$ cat config.mk
export PLATFORM = sky130hd
export DESIGN_NAME = backdoor_spi_slave_core
export DESIGN_NICKNAME = d
export VERILOG_FILES = /design/src/rtl/backdoor_spi_pkg.sv /design/src/rtl/backdoor_spi_shift_reg.sv /design/src/rtl/backdoor_spi_slave_core.sv
export SDC_FILE = /design/constraint.sdc
export NUM_CORES = 1
export LEC_CHECK = 0
export ABC_AREA = 0
export ABC_CLOCK_PERIOD_IN_PS = 1700
export CAP_MARGIN = 25
export CORE_UTILIZATION = 47
export CTS_CLUSTER_DIAMETER = 50
export CTS_CLUSTER_SIZE = 28
export DETAILED_ROUTE_END_ITERATION = 6
export MAX_ROUTING_LAYER = met4
export PLACE_DENSITY = 0.75
export SKIP_LAST_GASP = 1
export SYNTH_ARGS = -nofsm -noshare
export SYNTH_HDL_FRONTEND = slang
export SYNTH_SLANG_ARGS = --single-unit
$ cat constraint.sdc
create_clock -name i_CLK -period 1.7 [get_ports i_CLK]
set_input_delay 0.51 -clock i_CLK [delete_from_list [all_inputs] [get_ports i_CLK]]
set_output_delay 0.51 -clock i_CLK [all_outputs]
set_load 0.02 [all_outputs]
$ cat src/rtl/backdoor_spi_pkg.sv
// Shared definitions for the backdoor SPI slave: FSM state encoding,
// command field layout and a small elaboration-time helper.
package backdoor_spi_pkg;

    typedef enum logic [2:0] {
        IDLE    = 3'd0,
        CMD     = 3'd1,
        ADDR    = 3'd2,
        WDATA   = 3'd3,
        RD_WAIT = 3'd4,
        TDATA   = 3'd5,
        DONE    = 3'd6
    } state_e;

    localparam int CMD_WIDTH  = 8;
    localparam int CMD_RW_BIT = 7;

    // Largest of three widths; sizes the RX shifter and the bit counter.
    function automatic int max3(input int a, input int b, input int c);
        int m;
        m = a;
        if (b > m) m = b;
        if (c > m) m = c;
        return m;
    endfunction

endpackage

$ cat src/rtl/backdoor_spi_shift_reg.sv
// Parameterised MSB-first shift register with parallel load.
// Load has priority over shift; bits enter at the LSB end.
module backdoor_spi_shift_reg #(
    parameter int WIDTH = 8
) (
    input  logic             clk_i,
    input  logic             rst_ni,
    input  logic             load_i,
    input  logic [WIDTH-1:0] load_data_i,
    input  logic             shift_i,
    input  logic             bit_i,
    output logic [WIDTH-1:0] data_o,
    output logic             msb_o
);

    logic [WIDTH-1:0] data_q;
    logic [WIDTH-1:0] data_d;

    // Next-state: parallel load wins over a shift in the same cycle.
    always_comb begin
        data_d = data_q;
        if (load_i) begin
            data_d = load_data_i;
        end else if (shift_i) begin
            data_d = {data_q[WIDTH-2:0], bit_i};
        end
    end

    // Register with synchronous active-low clear.
    always_ff @(posedge clk_i) begin
        if (!rst_ni) begin
            data_q <= '0;
        end else begin
            data_q <= data_d;
        end
    end

    assign data_o = data_q;
    assign msb_o  = data_q[WIDTH-1];

endmodule

$ cat src/rtl/backdoor_spi_slave_core.sv
// SPI mode-0 slave frame engine. Decodes edges from pre-synchronised
// SCK/CS_N/MOSI sample pairs, deserialises command/address/write data,
// issues single-cycle register strobes and shifts read data out on MISO.
module backdoor_spi_slave_core
    import backdoor_spi_pkg::*;
#(
    parameter int ADDR_WIDTH = 8,
    parameter int DATA_WIDTH = 32
) (
    input  logic                  i_CLK,
    input  logic                  i_RST_N,
    input  logic [1:0]            i_SCK_Q,
    input  logic [1:0]            i_CS_Q,
    input  logic [1:0]            i_MOSI_Q,
    input  logic [DATA_WIDTH-1:0] i_RDATA,
    output logic                  o_MISO,
    output logic                  o_MISO_OE,
    output logic                  o_WR_EN,
    output logic                  o_RD_EN,
    output logic [ADDR_WIDTH-1:0] o_ADDR,
    output logic [DATA_WIDTH-1:0] o_WDATA,
    output logic                  o_BUSY
);

    localparam int RX_WIDTH  = max3(CMD_WIDTH, ADDR_WIDTH, DATA_WIDTH);
    localparam int CNT_WIDTH = $clog2(RX_WIDTH + 1);

    localparam logic [CNT_WIDTH-1:0] CMD_LAST  = CNT_WIDTH'(CMD_WIDTH - 1);
    localparam logic [CNT_WIDTH-1:0] ADDR_LAST = CNT_WIDTH'(ADDR_WIDTH - 1);
    localparam logic [CNT_WIDTH-1:0] DATA_LAST = CNT_WIDTH'(DATA_WIDTH - 1);

    // Edge decode on the {older, newer} sample pairs.
    logic sck_rise;
    logic sck_fall;
    logic cs_start;
    logic cs_end;
    logic mosi_bit;

    assign sck_rise = (i_SCK_Q == 2'b01);
    assign sck_fall = (i_SCK_Q == 2'b10);
    assign cs_start = (i_CS_Q == 2'b10);
    assign cs_end   = (i_CS_Q == 2'b01);
    assign mosi_bit = i_MOSI_Q[1];

    state_e                 state_q, state_d;
    logic [CNT_WIDTH-1:0]   cnt_q, cnt_d;
    logic                   rw_q, rw_d;
    logic [ADDR_WIDTH-1:0]  addr_q, addr_d;
    logic [DATA_WIDTH-1:0]  wdata_q, wdata_d;
    logic                   wr_en_q, wr_en_d;
    logic                   rd_en_q, rd_en_d;
    logic                   rd_dly_q;
    logic                   miso_oe_q, miso_oe_d;

    // Shifter control.
    logic                   rx_clear;
    logic                   rx_shift;
    logic [RX_WIDTH-1:0]    rx_data;
    logic                   rx_msb;
    logic [RX_WIDTH-1:0]    rx_next;
    logic                   tx_load;
    logic [DATA_WIDTH-1:0]  tx_load_data;
    logic                   tx_shift;
    logic [DATA_WIDTH-1:0]  tx_data;
    logic                   tx_msb;

    // Field values are captured on the same cycle as the final bit is
    // shifted, so look at what the RX register is about to hold.
    assign rx_next = {rx_data[RX_WIDTH-2:0], mosi_bit};

    backdoor_spi_shift_reg #(
        .WIDTH (RX_WIDTH)
    ) u_rx (
        .clk_i       (i_CLK),
        .rst_ni      (i_RST_N),
        .load_i      (rx_clear),
        .load_data_i ('0),
        .shift_i     (rx_shift),
        .bit_i       (mosi_bit),
        .data_o      (rx_data),
        .msb_o       (rx_msb)
    );

    backdoor_spi_shift_reg #(
        .WIDTH (DATA_WIDTH)
    ) u_tx (
        .clk_i       (i_CLK),
        .rst_ni      (i_RST_N),
        .load_i      (tx_load),
        .load_data_i (tx_load_data),
        .shift_i     (tx_shift),
        .bit_i       (1'b0),
        .data_o      (tx_data),
        .msb_o       (tx_msb)
    );

    // Next-state, field capture and strobe generation.
    always_comb begin
        state_d      = state_q;
        cnt_d        = cnt_q + CNT_WIDTH'(1);
        rw_d         = rw_q;
        addr_d       = addr_q;
        wdata_d      = wdata_q;
        wr_en_d      = 1'b0;
        rd_en_d      = 1'b0;
        miso_oe_d    = miso_oe_q;
        rx_clear     = 1'b0;
        rx_shift     = 1'b0;
        tx_load      = 1'b0;
        tx_load_data = i_RDATA;
        tx_shift     = 1'b0;

        if (cs_end && (state_q inside {CMD, ADDR, WDATA, RD_WAIT, TDATA})) begin
            // Aborted frame: drop everything except the last completed address.
            state_d      = IDLE;
            miso_oe_d    = 1'b0;
            tx_load      = 1'b1;
            tx_load_data = '0;
        end else begin
            case (state_q)
                IDLE: begin
                    if (cs_start) begin
                        state_d  = CMD;
                        rx_clear = 1'b1;
                    end
                end
                CMD: begin
                    if (sck_rise) begin
                        rx_shift = 1'b1;
                        if (cnt_q == CMD_LAST) begin
                            rw_d    = rx_next[CMD_RW_BIT];
                            state_d = ADDR;
                        end
                    end
                end
                ADDR: begin
                    if (sck_rise) begin
                        rx_shift = 1'b1;
                        if (cnt_q == ADDR_LAST) begin
                            addr_d = rx_next[ADDR_WIDTH-1:0];
                            if (rw_q) begin
                                state_d = WDATA;
                            end else begin
                                state_d = RD_WAIT;
                                rd_en_d = 1'b1;
                            end
                        end
                    end
                end
                WDATA: begin
                    if (sck_rise) begin
                        rx_shift = 1'b1;
                        if (cnt_q == DATA_LAST) begin
                            wdata_d = rx_next[DATA_WIDTH-1:0];
                            wr_en_d = 1'b1;
                            state_d = DONE;
                        end
                    end
                end
                RD_WAIT: begin
                    // Read data arrives the cycle after the strobe; the first
                    // fall is only honoured once the MSB is already on MISO.
                    if (rd_dly_q) begin
                        tx_load   = 1'b1;
                        miso_oe_d = 1'b1;
                    end else if (sck_fall && miso_oe_q) begin
                        state_d = TDATA;
                    end
                end
                TDATA: begin
                    if (sck_fall) begin
                        tx_shift = 1'b1;
                    end
                    if (sck_rise && (cnt_q == DATA_LAST)) begin
                        state_d   = DONE;
                        miso_oe_d = 1'b0;
                    end else if (!sck_rise) begin
                        cnt_d = cnt_q;
                    end
                end
                DONE: begin
                    if (cs_end) begin
                        state_d = IDLE;
                    end
                end
                default: begin
                    state_d = IDLE;
                end
            endcase
        end

        // Counter only advances on shifting edges and restarts per state.
        if ((state_q inside {CMD, ADDR, WDATA}) && !sck_rise) begin
            cnt_d = cnt_q;
        end
        if (!(state_q inside {CMD, ADDR, WDATA, TDATA})) begin
            cnt_d = cnt_q;
        end
        if (state_d != state_q) begin
            cnt_d = '0;
        end
    end

    // State and output registers with synchronous active-low reset.
    always_ff @(posedge i_CLK) begin
        if (!i_RST_N) begin
            state_q   <= IDLE;
            cnt_q     <= '0;
            rw_q      <= 1'b0;
            addr_q    <= '0;
            wdata_q   <= '0;
            wr_en_q   <= 1'b0;
            rd_en_q   <= 1'b0;
            rd_dly_q  <= 1'b0;
            miso_oe_q <= 1'b0;
        end else begin
            state_q   <= state_d;
            cnt_q     <= cnt_d;
            rw_q      <= rw_d;
            addr_q    <= addr_d;
            wdata_q   <= wdata_d;
            wr_en_q   <= wr_en_d;
            rd_en_q   <= rd_en_d;
            rd_dly_q  <= rd_en_q;
            miso_oe_q <= miso_oe_d;
        end
    end

    assign o_MISO    = miso_oe_q & tx_msb;
    assign o_MISO_OE = miso_oe_q;
    assign o_WR_EN   = wr_en_q;
    assign o_RD_EN   = rd_en_q;
    assign o_ADDR    = addr_q;
    assign o_WDATA   = wdata_q;
    assign o_BUSY    = (state_q != IDLE);

    // Bits that exist for symmetry of the shifter/synchroniser interfaces.
    logic unused_bits;
    assign unused_bits = ^{i_MOSI_Q[0], rx_msb, rx_next, tx_data};

endmodule

Yosys cells after proc, flatten, opt, wreduce, memory -nomap -nowiden
Cells that the tools add are included.

Register bits: 117. Input bits: 40. Output and inout bits: 45. Word-level logic and storage cells: 97.

Add/sub/neg operators: 1. Eq/ne operators: 16. Multiplexer cells: 38. Bitwise gates (word level): 8. Reductions and logical operators: 23.

Operator list (count): $mux W32 (3); $mux W3 (13); $mux W6 (4); $pmux W3 S7 (1); $mux W1 (16); $reduce_and A4 Y1 (3); $eq A3 B3 Y1 const B (3); $not A1 Y1 (7); $add A6 B1 Y6 const B (1); $eq A3 B2 Y1 const B (2); $eq A6 B3 Y1 const B (1); $eq A6 B5 Y1 const B (1); $reduce_and A3 Y1 (2); $reduce_bool A3 Y1 (2); $reduce_or A2 Y1 (3); $reduce_bool A5 Y1 (1); $reduce_or A5 Y1 (1); $eq A2 B1 Y1 const B (2); $eq A2 B2 Y1 const B (2); $logic_and A1 B1 Y1 (4); $ne A4 B2 Y1 const B (1); $reduce_bool A2 Y1 (2); $reduce_bool A4 Y1 (1); $reduce_or A4 Y1 (1); other kinds (9) (9).

Depth between registers and ports, before layout
Word-level depth: 8. Depth in mapped cells: 9. Mapped depth without buffers: 6.

By module
A second synthesis with hierarchy kept.

Cell total of the unflattened synthesis: 575. Area total of the unflattened synthesis: 6177.2 um^2.

By module, submodules not included: backdoor_spi_shift_reg (instances 2, cells each 142, area an instance 1785.5 um^2, seq. area each 640.6 um^2); backdoor_spi_slave_core (instances 1, cells each 291, area an instance 2606.2 um^2, seq. area each 1081.0 um^2).

Worst setup path after synthesis
OpenSTA, ideal clock, no wires.

Kind: input to register. Start point: input i_SCK_Q[1]. End point: register wdata_q[7], in the netlist o_WDATA[7]. Setup time: 76 ps. Arrival: 1682 ps. Required time: 1624 ps. Path slack: -57 ps. Cell stages on the path: 8. Path buffers: 3. Cells stage by stage: nand4bb_1 > clkbuf_1 > nor2_1 > and3_1 > buf_2 > buf_2 > nand2_1 > a21boi_0.

Longest elaborated chain between the ends: 2.

RTL lines: start, declared (line backdoor_spi_slave_core.sv:12) `input logic [1:0] i_SCK_Q,`; $eq A2 B1 Y1 (line backdoor_spi_slave_core.sv:39) `assign sck_rise = (i_SCK_Q == 2'b01);`; $reduce_and A4 Y1 (no line); end signal, assigned (line backdoor_spi_slave_core.sv:221) `wdata_q <= wdata_d;`; end, declared (line backdoor_spi_slave_core.sv:49) `logic [DATA_WIDTH-1:0] wdata_q, wdata_d;`.

No other way between the ends. A chain may end at the register's enable or synchronous reset.

Worst setup path after layout
Start point: register cnt_q[2]. End point: register cnt_q[1].

Longest elaborated chain between the ends: 7. Elaborated cells on any way between the ends: 19. Those cells by class: eq/ne (4); mux (12); reduce/logical (3).

RTL lines: start, declared (line backdoor_spi_slave_core.sv:46) `logic [CNT_WIDTH-1:0] cnt_q, cnt_d;`; start signal, assigned (line backdoor_spi_slave_core.sv:218) `cnt_q <= cnt_d;`; $eq A6 B5 Y1 / $eq A6 B3 Y1 (equally long branches); $mux W3 (tied with other cells) (line backdoor_spi_slave_core.sv:153) `if (cnt_q == DATA_LAST) begin`; $mux W3, on equally long branches; $pmux W3 S7 (line backdoor_spi_slave_core.sv:120) `case (state_q)`; $mux W3 (line backdoor_spi_slave_core.sv:113) `if (cs_end && (state_q inside {CMD, ADDR, WDATA, RD_WAIT, TDATA})) begin`; $ne A3 B3 Y1 (line backdoor_spi_slave_core.sv:199) `if (state_d != state_q) begin`; $reduce_or A2 Y1 (no line).

Parallel ways exist; a longest one is shown, timed or not.

==> impl_results.md <==
- Failing checks: setup timing
- Area occupied by multi-input gates: 2490 um^2
- Critical path buffers and inverters: 0
- Via count: 4,563
- First-pass GRT wire length: 19,900 um
- Main combinational cell family by area after synthesis: simple AND/OR/NAND/NOR gates
- WS Path Type: flip-flop to flip-flop
- Inst Count DP: 810
- Cell area after synthesis: 4810 um^2
- Post-Synth Adder-Cell Area: 0.260%
- Critical path capture point type: flip-flop
- NumNets Final: 743
- Share of cells above drive strength 1: 19.7%
- Asr flop ratio synth: 0%
- HP Class: flip-flop to flip-flop
- Iter 0 DRT Violations: 174
- Post-route cell area: 6850 um^2
- I/O pin count: 85
- # hold bufs at CTS: 0
- Largest net degree at the start of global routing: 59
- Max Cap Viol: 0
- # rows: 36
- DR vias/cell: 5.39
- Wire per inst: 15.2 um
- Reg area: 2350 um^2
- Syn Area/Cell: 8.05 um^2
- Area share of the largest cell type after synthesis: 48.7%
- Slowest CP cell: or3b_4
- Top_reg_cell synth: dfxtp_1
- Crit share post-route: 108%
- Arrival time worst endpoint: 2.24 ns
- Required @ worst endpoint: 2.11 ns
- Fin. max-slew vios: 0
- Final std cells w/o fill: 847
- Max Buffers Root-to-Sink: 2
- Post-synth EDFFs: 0
- Initial antenna violation count: 0
- Tmin final: 1.83 ns
- Crit-path cells: or3b_4 > o211ai_1 > nand4b_1 > o21a_4 > nor4_2
- Seq/Total Area, Yosys: 48.7%
- Power, Total: 6.66 mW
- Hold Worst Slack: 0.458 ns
- Post-synthesis compound-gate area fraction: 16.9%
- Antenna diode count: 0
- Power Dens Cells: 972 nW/um^2
- Delay-heaviest family, CP: simple AND/OR/NAND/NOR gates
- RSZ-0062 raised after global routing: yes
- Outcome: finished with violations
- Initial Utilization: 48.8%
- Clock Tree Root: clkbuf_8
- Worst-Margin Slew: 0.385 ns
- Crit-path max FO: 6
- Synth area leaders: dfxtp_1 (49%), nand2_1 (15%), a311oi_1 (4.9%)
- CTS tree: built
- Fin util: 69.4%
- Fillcell total: 764
- H-tree depth: 4
- Startpoint types: flip-flop
- Synthesized Nets: 639
- Slew HR: 74.3%
- Gp weighted congestion: 0.881
- CTS clk-pin slew, worst paths: 0.06 ns
- Clock tree sinks: 117
- Simple-gate share of the synthesized area: 27.1%
- Die Width: 103 um
- Post-Syn Instances: 598
- Die H: 103 um
- Router iterations before antenna repair: 6
- DPL Wire Length: 7580 um
- Pre-CTS setup slack: -0.710 ns
- Overflow after GRT: 0
- Synth Register Bits: 117
- Post-route ant nets: 0
- Worst Clk Skew: 0.0107 ns
- Final Worst Setup Slack: -0.129 ns
- Mux contribution to synthesized area: 2.08%
- Area grow syn2layout: 42.3%
- Die area: 10,700 um^2
- Area of placed instances: 6080 um^2
- Post-Synth XOR/XNOR Area: 1.09%
- Final wirelength: 12,800 um
- Global-route usage over all layers: 25.0%
- LEAKAGE: 2.48 nW
- Finish-stage setup viols: 7
- DRC: 0
- Setup Total Neg Slack: -0.647 ns
- Max Clock Freq: 547 MHz
- Dominant cell type by area after synthesis: dfxtp_1
- VDD IR max: 0.795 mV
- CP peak stage delay: 0.39 ns
- Buffers on Ports: 83
- Clock latency on the worst-skew pair: 0.52 ns
- Unique masters post-synth: 40
- Core ar.: 9860 um^2
- Warnings, synthesis: 0
- Clock buffer count from CTS: 17
- Hold Vio Cnt, Final: 0
- Vias in the first global route: 4,233
## timing repair
action	in CTS	in global routing
endpoints found under the setup margin	93	108
buffers inserted	1	3
pin swaps	5	13
resized for setup	108	68
cloned	1	1
## sequential cells by signal (all words and copies together) (netlist names)
| name | flops |
|---|---|
| cnt_q | 6 |
| o_ADDR | 8 |
| o_MISO_OE | 1 |
| o_RD_EN | 1 |
| o_WDATA | 32 |
| o_WR_EN | 1 |
| rd_dly_q | 1 |
| rw_q | 1 |
| state_q | 3 |
| u_rx.data_o | 31 |
| u_tx.data_o | 32 |
## layer usage
metal | wire (um) | GRT usage [%] | vias to the layer above
met5 | 0 | - | -
met4 | 178 | 7.69 | 0
met3 | 819 | 5.38 | 16
met2 | 6470 | 41.6 | 164
met1 | 5380 | 30.4 | 2133
li1 | - | - | 2250
## synth_stat cells (5+ instances only)
| master | count |
|---|---|
| a21boi_0 | 28 |
| a21oi_1 | 36 |
| a311oi_1 | 27 |
| and2_1 | 7 |
| buf_1 | 6 |
| buf_2 | 12 |
| clkbuf_1 | 25 |
| dfxtp_1 | 117 |
| mux2i_1 | 10 |
| nand2_1 | 186 |
| nand2b_1 | 6 |
| nand3_1 | 7 |
| nor2_1 | 49 |
| nor2b_1 | 12 |
| nor3_1 | 7 |
| nor4_1 | 14 |
| o21ai_0 | 5 |
| xor2_1 | 6 |
## worst paths after layout
path                    start          end  slack [ns]  cells after the start
setup reg to reg     cnt_q[2]     cnt_q[1]       -0.13                      5
hold reg to reg   o_WDATA[27]  o_WDATA[27]        0.46                      2
hold / removal    o_WDATA[27]  o_WDATA[27]        0.46                      2
setup / recovery     cnt_q[2]     cnt_q[1]       -0.13                      5
## area by class of cell
cell class / instances / area share, %
clock buffers: 17 / 6.05
clock inverters: 14 / 2.56
inverters: 4 / 0.274
multi-input cells: 434 / 36.4
flip-flops and latches: 117 / 34.3
well taps: 133 / 2.43
repair buffers: 128 / 17.9
## worst reg2reg max path: cells and delay by family (launching register included)
family             cells  cell delay (ns)
DFF                    1             0.35
AOI/OAI and AO/OA      2             0.44
and+or+nand+nor        3             0.93
## power by group
| group | switching [mW] | total (mW) | internal (mW) |
|---|---|---|---|
| combinational | 0.164 | 0.340 | 0.175 |
| clock | 1.33 | 3.56 | 2.24 |
| sequential | 0.00445 | 2.75 | 2.75 |
| total | 1.50 | 6.66 | 5.16 |
## cell usage in the layout (no fill, tap or decap), drive strengths merged, types with 10 or more instances in the layout
cell type,count
mux2i,10
buf,49
nand2,186
a21oi,37
clkdlybuf4s15,21
clkbuf,37
nor4,14
nor2,50
nor2b,12
clkdlybuf4s50,36
dfxtp,117
a21boi,32
a311oi,27
## cells by family (layout without fill, tap and decap cells)
group	after synthesis	after routing
and+or+nand+nor	301	301
DFF	117	117
AOI/OAI and AO/OA	116	116
buffers and inverters	47	163
muxes	10	10
xor gates and xnor gates	6	6
adders and majority gates	1	1
Note: power is estimated with default switching activity, not from simulation.
